$ cat src/rtl/hsv_pkg.sv
// hsv_pkg -- shared types and constants for the hsv2rgb_pipe block.
//   sector_e   : hue sector index, values 0..5
//   sel_e      : which intermediate (v, p, q or t) drives an output channel
//   rgb_sel_t  : per-channel selection for one sector
//   sector_sel : sector -> (r,g,b) selection table
//   HSV2RGB_LATENCY : pipeline depth from input acceptance to out_valid
package hsv_pkg;

    localparam int HSV2RGB_LATENCY = 3;

    typedef enum logic [2:0] {
        SECT_0 = 3'd0,
        SECT_1 = 3'd1,
        SECT_2 = 3'd2,
        SECT_3 = 3'd3,
        SECT_4 = 3'd4,
        SECT_5 = 3'd5
    } sector_e;

    typedef enum logic [1:0] {
        SEL_V = 2'd0,
        SEL_P = 2'd1,
        SEL_Q = 2'd2,
        SEL_T = 2'd3
    } sel_e;

    typedef struct packed {
        sel_e r;
        sel_e g;
        sel_e b;
    } rgb_sel_t;

    // Codes 6 and 7 cannot occur (h*6 >> W never exceeds 5); they fall back to
    // sector 0 only so that the table is total.
    function automatic rgb_sel_t sector_sel(input sector_e sec);
        rgb_sel_t sel;
        case (sec)
            SECT_0:  sel = '{SEL_V, SEL_T, SEL_P};
            SECT_1:  sel = '{SEL_Q, SEL_V, SEL_P};
            SECT_2:  sel = '{SEL_P, SEL_V, SEL_T};
            SECT_3:  sel = '{SEL_P, SEL_Q, SEL_V};
            SECT_4:  sel = '{SEL_T, SEL_P, SEL_V};
            SECT_5:  sel = '{SEL_V, SEL_P, SEL_Q};
            default: sel = '{SEL_V, SEL_T, SEL_P};
        endcase
        return sel;
    endfunction

endpackage

$ cat src/rtl/hsv2rgb_pipe_if.sv
// hsv2rgb_pipe_if -- pixel stream interface of hsv2rgb_pipe.
// Input side : in_valid, in_ready, h, s, v, in_tag (+ bypass when HSV2RGB_BYPASS_EN)
// Output side: out_valid, out_ready, r, g, b, out_tag
// Optional feature macro: HSV2RGB_BYPASS_EN adds the per-pixel bypass signal.
//
// Handshake: a transfer happens on a rising clock edge where valid && ready.
// The producer keeps valid and the payload stable until that transfer; ready
// may change freely and valid never depends on ready.
interface hsv2rgb_pipe_if #(
    parameter int W     = 8,
    parameter int TAG_W = 2
);
    logic             in_valid;
    logic             in_ready;
    logic [W-1:0]     h;
    logic [W-1:0]     s;
    logic [W-1:0]     v;
    logic [TAG_W-1:0] in_tag;
`ifdef HSV2RGB_BYPASS_EN
    logic             bypass;
`endif
    logic             out_valid;
    logic             out_ready;
    logic [W-1:0]     r;
    logic [W-1:0]     g;
    logic [W-1:0]     b;
    logic [TAG_W-1:0] out_tag;

`ifdef HSV2RGB_BYPASS_EN
    modport master (output in_valid, h, s, v, in_tag, bypass, out_ready,
                    input  in_ready, out_valid, r, g, b, out_tag);
    modport slave  (input  in_valid, h, s, v, in_tag, bypass, out_ready,
                    output in_ready, out_valid, r, g, b, out_tag);
`else
    modport master (output in_valid, h, s, v, in_tag, out_ready,
                    input  in_ready, out_valid, r, g, b, out_tag);
    modport slave  (input  in_valid, h, s, v, in_tag, out_ready,
                    output in_ready, out_valid, r, g, b, out_tag);
`endif
endinterface

$ cat src/rtl/hsv2rgb_pipe_umul_shr.sv
// umul_shr -- W x W unsigned multiply keeping only the upper W bits,
// i.e. y = floor(a * b / 2^W).
//   a_i, b_i : W-bit unsigned operands
//   y_o      : W-bit truncated product
module umul_shr #(
    parameter int W = 8
) (
    input  logic [W-1:0] a_i,
    input  logic [W-1:0] b_i,
    output logic [W-1:0] y_o
);
    logic [2*W-1:0] prod;

    assign prod = {{W{1'b0}}, a_i} * {{W{1'b0}}, b_i};
    assign y_o  = W'(prod >> W);
endmodule

$ cat src/rtl/hsv2rgb_pipe.sv
// hsv2rgb_pipe -- three-stage HSV to RGB converter with valid/ready flow.
//   clk : rising-edge clock
//   rst : asynchronous active-low reset
//   bus : hsv2rgb_pipe_if slave (h/s/v/in_tag in, r/g/b/out_tag out)
// S1: sector, f, v*s.  S2: s*f, s*(M-1-f), p.  S3: q, t, sector select.
// One global enable stalls every stage together while the output is blocked.
// Optional feature macro: HSV2RGB_BYPASS_EN (per-pixel pass-through of h,s,v).
module hsv2rgb_pipe
    import hsv_pkg::*;
#(
    parameter int W     = 8,
    parameter int TAG_W = 2
) (
    input logic           clk,
    input logic           rst,
    hsv2rgb_pipe_if.slave bus
);
    logic en;
    logic s1_valid_q, s2_valid_q, out_valid_q;

    // ---------------- Stage 1 ----------------
    logic [W+2:0]     h6;
    logic [W-1:0]     vs_w;
    sector_e          s1_sector_q;
    logic [W-1:0]     s1_f_q, s1_vs_q, s1_v_q, s1_s_q;
    logic [TAG_W-1:0] s1_tag_q;

    assign h6 = (W+3)'(bus.h) * (W+3)'(6);

    umul_shr #(.W(W)) u_vs (.a_i(bus.v), .b_i(bus.s), .y_o(vs_w));

    // ---------------- Stage 2 ----------------
    logic [W-1:0]     sf_w, sfn_w, p_w;
    sector_e          s2_sector_q;
    logic [W-1:0]     s2_v_q, s2_p_q, s2_sf_q, s2_sfn_q;
    logic [TAG_W-1:0] s2_tag_q;

    // M-1-f is simply the bitwise complement of f.
    umul_shr #(.W(W)) u_sf  (.a_i(s1_s_q), .b_i(s1_f_q),  .y_o(sf_w));
    umul_shr #(.W(W)) u_sfn (.a_i(s1_s_q), .b_i(~s1_f_q), .y_o(sfn_w));
    assign p_w = s1_v_q - s1_vs_q;

    // ---------------- Stage 3 ----------------
    logic [W-1:0]     vq_w, vt_w, q_w, t_w;
    rgb_sel_t         sel;
    logic [W-1:0]     r_d, g_d, b_d;
    logic [W-1:0]     r_q, g_q, b_q;
    logic [TAG_W-1:0] out_tag_q;

    umul_shr #(.W(W)) u_vq (.a_i(s2_v_q), .b_i(s2_sf_q),  .y_o(vq_w));
    umul_shr #(.W(W)) u_vt (.a_i(s2_v_q), .b_i(s2_sfn_q), .y_o(vt_w));
    assign q_w = s2_v_q - vq_w;
    assign t_w = s2_v_q - vt_w;

`ifdef HSV2RGB_BYPASS_EN
    logic         s1_bp_q, s2_bp_q;
    logic [W-1:0] s1_h_q, s2_h_q, s2_s_q;
`endif

    function automatic logic [W-1:0] pick(input sel_e sl, input logic [W-1:0] v,
                                          input logic [W-1:0] p, input logic [W-1:0] q,
                                          input logic [W-1:0] t);
        logic [W-1:0] y;
        case (sl)
            SEL_V:   y = v;
            SEL_P:   y = p;
            SEL_Q:   y = q;
            SEL_T:   y = t;
            default: y = v;
        endcase
        return y;
    endfunction

    always_comb begin
        sel = sector_sel(s2_sector_q);
        r_d = pick(sel.r, s2_v_q, s2_p_q, q_w, t_w);
        g_d = pick(sel.g, s2_v_q, s2_p_q, q_w, t_w);
        b_d = pick(sel.b, s2_v_q, s2_p_q, q_w, t_w);
`ifdef HSV2RGB_BYPASS_EN
        if (s2_bp_q) begin
            r_d = s2_h_q;
            g_d = s2_s_q;
            b_d = s2_v_q;
        end
`endif
    end

    // A stage may only move when the output register is free or being drained.
    assign en           = !out_valid_q || bus.out_ready;
    assign bus.in_ready = en;

    // Datapath stage registers: no reset, their content only matters under a valid bit.
    always_ff @(posedge clk) begin
        if (en) begin
            s1_sector_q <= sector_e'(h6[W+2:W]);
            s1_f_q      <= h6[W-1:0];
            s1_vs_q     <= vs_w;
            s1_v_q      <= bus.v;
            s1_s_q      <= bus.s;
            s1_tag_q    <= bus.in_tag;
            s2_sector_q <= s1_sector_q;
            s2_v_q      <= s1_v_q;
            s2_p_q      <= p_w;
            s2_sf_q     <= sf_w;
            s2_sfn_q    <= sfn_w;
            s2_tag_q    <= s1_tag_q;
`ifdef HSV2RGB_BYPASS_EN
            s1_bp_q     <= bus.bypass;
            s1_h_q      <= bus.h;
            s2_bp_q     <= s1_bp_q;
            s2_h_q      <= s1_h_q;
            s2_s_q      <= s1_s_q;
`endif
        end
    end

    // Valid bits and visible outputs are reset; outputs only load real pixels.
    always_ff @(posedge clk or negedge rst) begin
        if (!rst) begin
            s1_valid_q  <= 1'b0;
            s2_valid_q  <= 1'b0;
            out_valid_q <= 1'b0;
            r_q         <= '0;
            g_q         <= '0;
            b_q         <= '0;
            out_tag_q   <= '0;
        end else if (en) begin
            s1_valid_q  <= bus.in_valid;
            s2_valid_q  <= s1_valid_q;
            out_valid_q <= s2_valid_q;
            if (s2_valid_q) begin
                r_q       <= r_d;
                g_q       <= g_d;
                b_q       <= b_d;
                out_tag_q <= s2_tag_q;
            end
        end
    end

    assign bus.out_valid = out_valid_q;
    assign bus.r         = r_q;
    assign bus.g         = g_q;
    assign bus.b         = b_q;
    assign bus.out_tag   = out_tag_q;
endmodule

$ cat src/flat_wrapper.sv
// flat-port wrapper written by rule: the top's interface ports become plain ports
module hsv2rgb_pipe_flat import hsv_pkg::*;
#(
    parameter int W     = 8,
    parameter int TAG_W = 2
)
  (clk, rst, bus_in_valid, bus_h, bus_s, bus_v, bus_in_tag, bus_out_ready, bus_in_ready, bus_out_valid, bus_r, bus_g, bus_b, bus_out_tag);
  hsv2rgb_pipe_if #(.W(W), .TAG_W(TAG_W)) bus_i ();
  input logic clk;
  input logic rst;
  input wire logic [$bits(bus_i.in_valid)-1:0] bus_in_valid;
  input wire logic [$bits(bus_i.h)-1:0] bus_h;
  input wire logic [$bits(bus_i.s)-1:0] bus_s;
  input wire logic [$bits(bus_i.v)-1:0] bus_v;
  input wire logic [$bits(bus_i.in_tag)-1:0] bus_in_tag;
  input wire logic [$bits(bus_i.out_ready)-1:0] bus_out_ready;
  output wire logic [$bits(bus_i.in_ready)-1:0] bus_in_ready;
  output wire logic [$bits(bus_i.out_valid)-1:0] bus_out_valid;
  output wire logic [$bits(bus_i.r)-1:0] bus_r;
  output wire logic [$bits(bus_i.g)-1:0] bus_g;
  output wire logic [$bits(bus_i.b)-1:0] bus_b;
  output wire logic [$bits(bus_i.out_tag)-1:0] bus_out_tag;
  assign bus_i.in_valid = bus_in_valid;
  assign bus_i.h = bus_h;
  assign bus_i.s = bus_s;
  assign bus_i.v = bus_v;
  assign bus_i.in_tag = bus_in_tag;
  assign bus_i.out_ready = bus_out_ready;
  assign bus_in_ready = bus_i.in_ready;
  assign bus_out_valid = bus_i.out_valid;
  assign bus_r = bus_i.r;
  assign bus_g = bus_i.g;
  assign bus_b = bus_i.b;
  assign bus_out_tag = bus_i.out_tag;
  hsv2rgb_pipe #(.W(W), .TAG_W(TAG_W)) u_core (.clk(clk), .rst(rst), .bus(bus_i));
endmodule
$ cat config.mk
export PLATFORM = sky130hd
export DESIGN_NAME = hsv2rgb_pipe_flat
export DESIGN_NICKNAME = d
export VERILOG_FILES = /design/src/rtl/hsv_pkg.sv /design/src/rtl/hsv2rgb_pipe_if.sv /design/src/rtl/hsv2rgb_pipe_umul_shr.sv /design/src/rtl/hsv2rgb_pipe.sv /design/src/flat_wrapper.sv
export SDC_FILE = /design/constraint.sdc
export NUM_CORES = 1
export LEC_CHECK = 0
export CAP_MARGIN = 20
export CORE_AREA = 4 4 160 162
export CTS_CLUSTER_SIZE = 28
export DETAILED_ROUTE_END_ITERATION = 16
export DIE_AREA = 0 0 164 166
export DONT_BUFFER_PORTS = 1
export PLACE_DENSITY_LB_ADDON = 0.15
export SLEW_MARGIN = 10
export SYNTH_ARGS = -nofsm -noshare
export SYNTH_HDL_FRONTEND = slang
export SYNTH_SLANG_ARGS = --single-unit
$ cat constraint.sdc
create_clock -name clk -period 7.4 [get_ports clk]
set_input_delay 1.48 -clock clk [delete_from_list [all_inputs] [get_ports clk]]
set_output_delay 1.48 -clock clk [all_outputs]
set_load 0.1 [all_outputs]
==> reports/results.txt <==
Status - finished clean
DP HPWL - 23,400 µm
Tmin final - 6680 ps
Fin crit share - 90.3%
CTS tree - done
Top cell type's share of synthesized area - 24.0%
Post-route ant nets - 0
Layout cells sized above 1 - 3.80%
Peak Freq - 150 MHz
Unique masters post-synth - 69
Vias in the first global route - 10,700
CP Buf/Inv Count - 3
Final setup TNS - 0 ps
Row cnt - 57
Primary FF master, synth - edfxtp_1
Setup violators final - 0
Pins Over Slew Limit - 0
Critical setup path kind - reg -> reg
Htree depth - 3
Layout Area Growth over Synthesis - 4.32%
Clk buf depth - 2
Clk root buf - clkbuf_16
Core area - 0.0241 mm²
Crit-path max FO - 13
GR Overflow Total - 0
Final Skew - 16.0 ps
Syn_nets - 1,888
Die ar. - 0.0272 mm²
Wirelength per Cell - 16.4 µm
Diode count - 0
YS warnings - 0
Gp weighted congestion - 0.889
Total track usage - 23.2%
Drt drc - 0
Area contributors post-synth - fa_1 24%, ha_1 17%, edfxtp_1 15%
FF+latch count, synth - 102
Final WL - 29,400 µm
Initial Util - 59.5%
Max incr delay on CP - 560 ps
First-pass GRT wire length - 51,400 µm
Clk sinks - 102
Chip Height - 166 µm
Post-CTS Hold Buffers - 0
Num CTS Buffers - 9
Critical Path Start Type - flip-flop
Seq/Total Area, Yosys - 20.3%
CTS resizes - 0
Worst slew margin - 35.9%
Fin Hold WS - 423 ps
Clock-pin slew on the worst setup and hold paths - 90 ps
Max-Cap Viols - 0
Area leader, netlist - fa_1
Crit path max-delay cell type - edfxtp_1
DR vias/cell - 5.51
Initial DRT Pass Iterations - 5
Post-CTS Setup Repair Bufs - 0
Synthesized area per cell - 9.61 µm²
Synth Instances - 1,493
Io pins - 58
Mapped Area - 0.0144 mm²
Asr flop ratio synth - 28.4%
Pin count of the biggest net entering global routing - 78
Crit path max-delay family - adder cells
Antenna violations before repair - 0
Post-synth EDFFs - 73
Critical Path AT - 6940 ps
Endpoints failing hold - 0
Initial drt markers - 490
RSZ-0062 raised after global routing - false
Critical path capture point type - flip-flop
Final design utilization - 62.1%
DIE WIDTH - 164 µm
Worst min-delay path class - reg -> reg
Worst slew pin tran - 961 ps
Required time worst endpoint - 7660 ps
Nets - 1,862
Clk_lat worst skew - 370 ps
Via count - 9,892
I/O Buffers - 0
[logic make-up (layout without fill, tap and decap cells)]
group,count (synthesis),in the layout,synth area share [%]
buf+inv,285,264,7.52
xor+xnor,63,63,3.84
simple gates,494,494,18.1
flops,102,102,20.3
mux,16,16,1.52
fa+ha+maj,365,365,40.8
compound gates,168,168,7.86
[final timing paths]
kind                                         startpoint                            to  slack, ps  cells past startpoint
max in group asynchronous                           rst   u_core.bus.r[5]$_DFFE_PN0P_       6520                      0
max reg2reg                  u_core.s2_v_q[2]$_DFFE_PN_   u_core.bus.r[7]$_DFFE_PN0P_        720                     26
max                          u_core.s2_v_q[2]$_DFFE_PN_   u_core.bus.r[7]$_DFFE_PN0P_        720                     26
min in group asynchronous                           rst   u_core.bus.b[6]$_DFFE_PN0P_        790                      0
min                        u_core.s1_tag_q[0]$_DFFE_PN_  u_core.s2_tag_q[0]$_DFFE_PN_        420                      0
min reg2reg                u_core.s1_tag_q[0]$_DFFE_PN_  u_core.s2_tag_q[0]$_DFFE_PN_        420                      0
[synth_stat cells (3+ instances only)]
library cell	instances
xor2_1	17
clkbuf_1	44
ha_1	193
a211oi_1	5
mux2i_1	6
edfxtp_1	73
nor2_1	62
o21a_1	8
and2_1	168
nor3_1	13
mux4_2	4
dfrtp_1	29
nand2_1	135
mux2_2	6
a221oi_1	4
o21ai_0	50
o211ai_1	13
o21bai_1	4
xnor2_1	46
fa_1	172
inv_1	236
nor2b_1	44
nand2b_1	29
nand3_1	14
a41o_1	3
buf_1	3
or2_2	3
a21o_1	12
and3_1	4
or3_1	5
a21oi_1	37
[flip-flops by register name, summed over array words and instances (netlist names), 3 cells and up]
signal / count
u_core.s1_vs_q: 8
u_core.s1_v_q: 8
u_core.bus.g: 8
u_core.s2_p_q: 8
u_core.s1_f_q: 7
u_core.s2_v_q: 8
u_core.bus.b: 8
u_core.s2_sf_q: 8
u_core.s1_s_q: 8
u_core.s2_sfn_q: 8
u_core.s1_sector_q: 3
u_core.s2_sector_q: 3
u_core.bus.r: 8
[layout by cell type (no fill, tap or decap), types with 8 or more instances in the layout]
| cell type | n |
|---|---|
| nand2_1 | 135 |
| o211ai_1 | 13 |
| a21oi_1 | 37 |
| and2_1 | 168 |
| a21o_1 | 12 |
| edfxtp_1 | 73 |
| clkbuf_16 | 9 |
| xor2_1 | 17 |
| o21a_1 | 8 |
| nand2b_1 | 28 |
| fa_1 | 172 |
| inv_1 | 236 |
| o21ai_0 | 50 |
| nand3_1 | 14 |
| ha_1 | 193 |
| nor2_1 | 62 |
| nor2b_1 | 44 |
| buf_4 | 11 |
| dfrtp_1 | 29 |
| xnor2_1 | 46 |
| nor3_1 | 13 |
[stage by stage]
step,setup slack (ps),cells,area (µm²)
finish,717,1796,15000
global route,231,1796,15000
CTS,721,1795,14900
detailed placement,771,1779,14700
global placement,890,1779,14700
floorplan,1030,1493,14400
[per-layer routing]
metal / up-vias / GRT usage, % / share of wire (%)
li1: 4762 / - / -
met1: 4867 / 31.1 / 44
met2: 210 / 39.2 / 50
met3: 53 / 3.10 / 4.1
met4: 0 / 6.93 / 2.5
met5: - / 0 / 0
[worst register-to-register path: cells and delay by family, from the launching register on]
| family | cells | cell delay (ps) |
|---|---|---|
| buffers and inverters | 3 | 350 |
| and+or+nand+nor | 7 | 1320 |
| xor gates and xnor gates | 3 | 610 |
| adders and majority gates | 6 | 2370 |
| DFF | 1 | 560 |
| AOI/OAI and AO/OA | 7 | 1360 |
[final cells by class]
cell class              instances  area [µm²]
multi-input cells            1106       10400
well taps                     324         405
repair buffers                 12         110
clock inverters                 7        63.8
clock buffers                   9         225
inverters                     236         886
flip-flops and latches        102        2920
fillers                      2102        9140
Power is not shown: default switching activity piles up to over one toggle a cycle in this logic, so the estimate is an artifact.
==> patch: new RTL, same flow settings <==
`TAG_W` is set to 2 in 3 places; all go to 4.
--- a/src/rtl/hsv2rgb_pipe_if.sv
+++ b/src/rtl/hsv2rgb_pipe_if.sv
@@ -10,3 +10,3 @@
     parameter int W     = 8,
-    parameter int TAG_W = 2
+    parameter int TAG_W = 4
 );
--- a/src/rtl/hsv2rgb_pipe.sv
+++ b/src/rtl/hsv2rgb_pipe.sv
@@ -11,3 +11,3 @@
     parameter int W     = 8,
-    parameter int TAG_W = 2
+    parameter int TAG_W = 4
 ) (
--- a/src/flat_wrapper.sv
+++ b/src/flat_wrapper.sv
@@ -4,3 +4,3 @@
     parameter int W     = 8,
-    parameter int TAG_W = 2
+    parameter int TAG_W = 4
 )
Interface: changed (resized bus_in_tag and bus_out_tag); port bits go from 58 to 62. The function was not compared with the original's and may differ.
==> patch against the unedited design <==
- wire length is 1.5% lower
- die area did not move
- sequential cell count rose by 6
- global-route usage shrank 0.77 points
- hold slack worse by 0.0031 ns
- sequential share of layout area grew 0.97 points
- maximum frequency grew 3.7%
- synthesized cell count up 0.67%
- setup slack improved by 0.24 ns
- via count rose by 0.25%
- synthesized area grew 0.84%
- final area increased by 0.80%
- largest cell class unchanged
Power is left out: the tool's default activity adds up to more than one toggle a clock period on the data nets, which glitch-free logic cannot reach.
==> patch: results <==
set metrics [dict create \
    cp_data_arrival_time_ns 6.73 \
    grt_pass1_vias 10367 \
    wl_met1_um 13500 \
    routed-wl-met3_um 973 \
    synth_cell_types 60 \
    ys_seq_area_share_pct 21.3 \
    cts_root_buf "clkbuf_16" \
    hp-start "u_core.s1_tag_q[2]" \
    r2r.worst_path.cells 21 \
    synth_ff_type "edfxtp_1" \
    fin_skew_ns 0.0180 \
    wl_per_cell_um 16.0 \
    grt_use_total_pct 22.4 \
    status "finished, final reports clean" \
    use_met1_pct 31.0 \
    path_clk_slew_ns 0.08 \
    synth.area.top_cells "fa_1 24%, ha_1 17%, edfxtp_1 16%" \
    wl_met2_um 14200 \
    r2r_start "u_core.s2_v_q[4]" \
    reg2reg_slack_ns 0.96 \
    fillers 2061 \
    cp_max_fo 21 \
    grt_pass1_wl_um 49800 \
    place_congestion 0.898 \
    worst_pin_slew_ns 0.962 \
    hpwl_um 23100 \
    synth-xor-area-share_pct 3.57 \
    synth_compound_area_share_pct 7.55 \
    synth-edff-count 77 \
    async_flop_share_pct 28.7 \
    cp_slowest_stage_delay_ns 0.88 \
    holdPathEnd "u_core.s2_tag_q[2]" \
    critPathCapture "u_core.bus.g[7]" \
    synth_common_cells "236 x inv_1, 193 x ha_1, 172 x fa_1" \
    crit_slowest_cell "edfxtp_1" \
    ctsResizeCount 0 \
    worst_path_dominant_cell_family "adder cells" \
    muxShareOfSynthArea_pct 1.88 \
    drtIter0Drc 615 \
    cts.path.max_buffers 2 \
    synthAdderAreaFrac_pct 40.5 \
    grt_max_degree 79 \
    use_met2_pct 37.8 \
    layout.nets 1878 \
    vias_per_cell 5.48 \
    drive_gt1_share_pct 3.70 \
    grt.met3_usage_pct 3.28 \
]
-- patch: changes by cell type in the layout (fill, tap and decap cells not counted), moves of 6 or more --
cell	change
nor2_1	+11
nand2b_1	-6
o21ai_0	-10
a21oi_1	+7
nand2_1	+8
xnor2_1	-6
nor3_1	+7
-- patch: cell type report --
cell class	instances	share of cell area [%]
Clock inverter	6	0.381
Sequential cell	108	20.5
Inverter	237	5.90
Multi-Input combinational cell	1113	68.5
Clock buffer	10	1.52
Timing Repair Buffer	12	0.597
Tap cell	324	2.69
-- patch: stage by stage --
step / setup slack [ns] / cells / utilization [%] / area (um^2) / hold WS (ns)
after CTS: 0.966 / 1810 / 62.6 / 15100 / 0.423
after global placement: 1.18 / 1794 / 61.4 / 14800 / 0.401
after global routing: 0.645 / 1810 / 62.6 / 15100 / 0.421
final: 0.957 / 1810 / 62.6 / 15100 / 0.420
after detailed placement: 0.961 / 1794 / 61.4 / 14800 / 0.405
after floorplan: 1.33 / 1503 / - / 14500 / 0.400
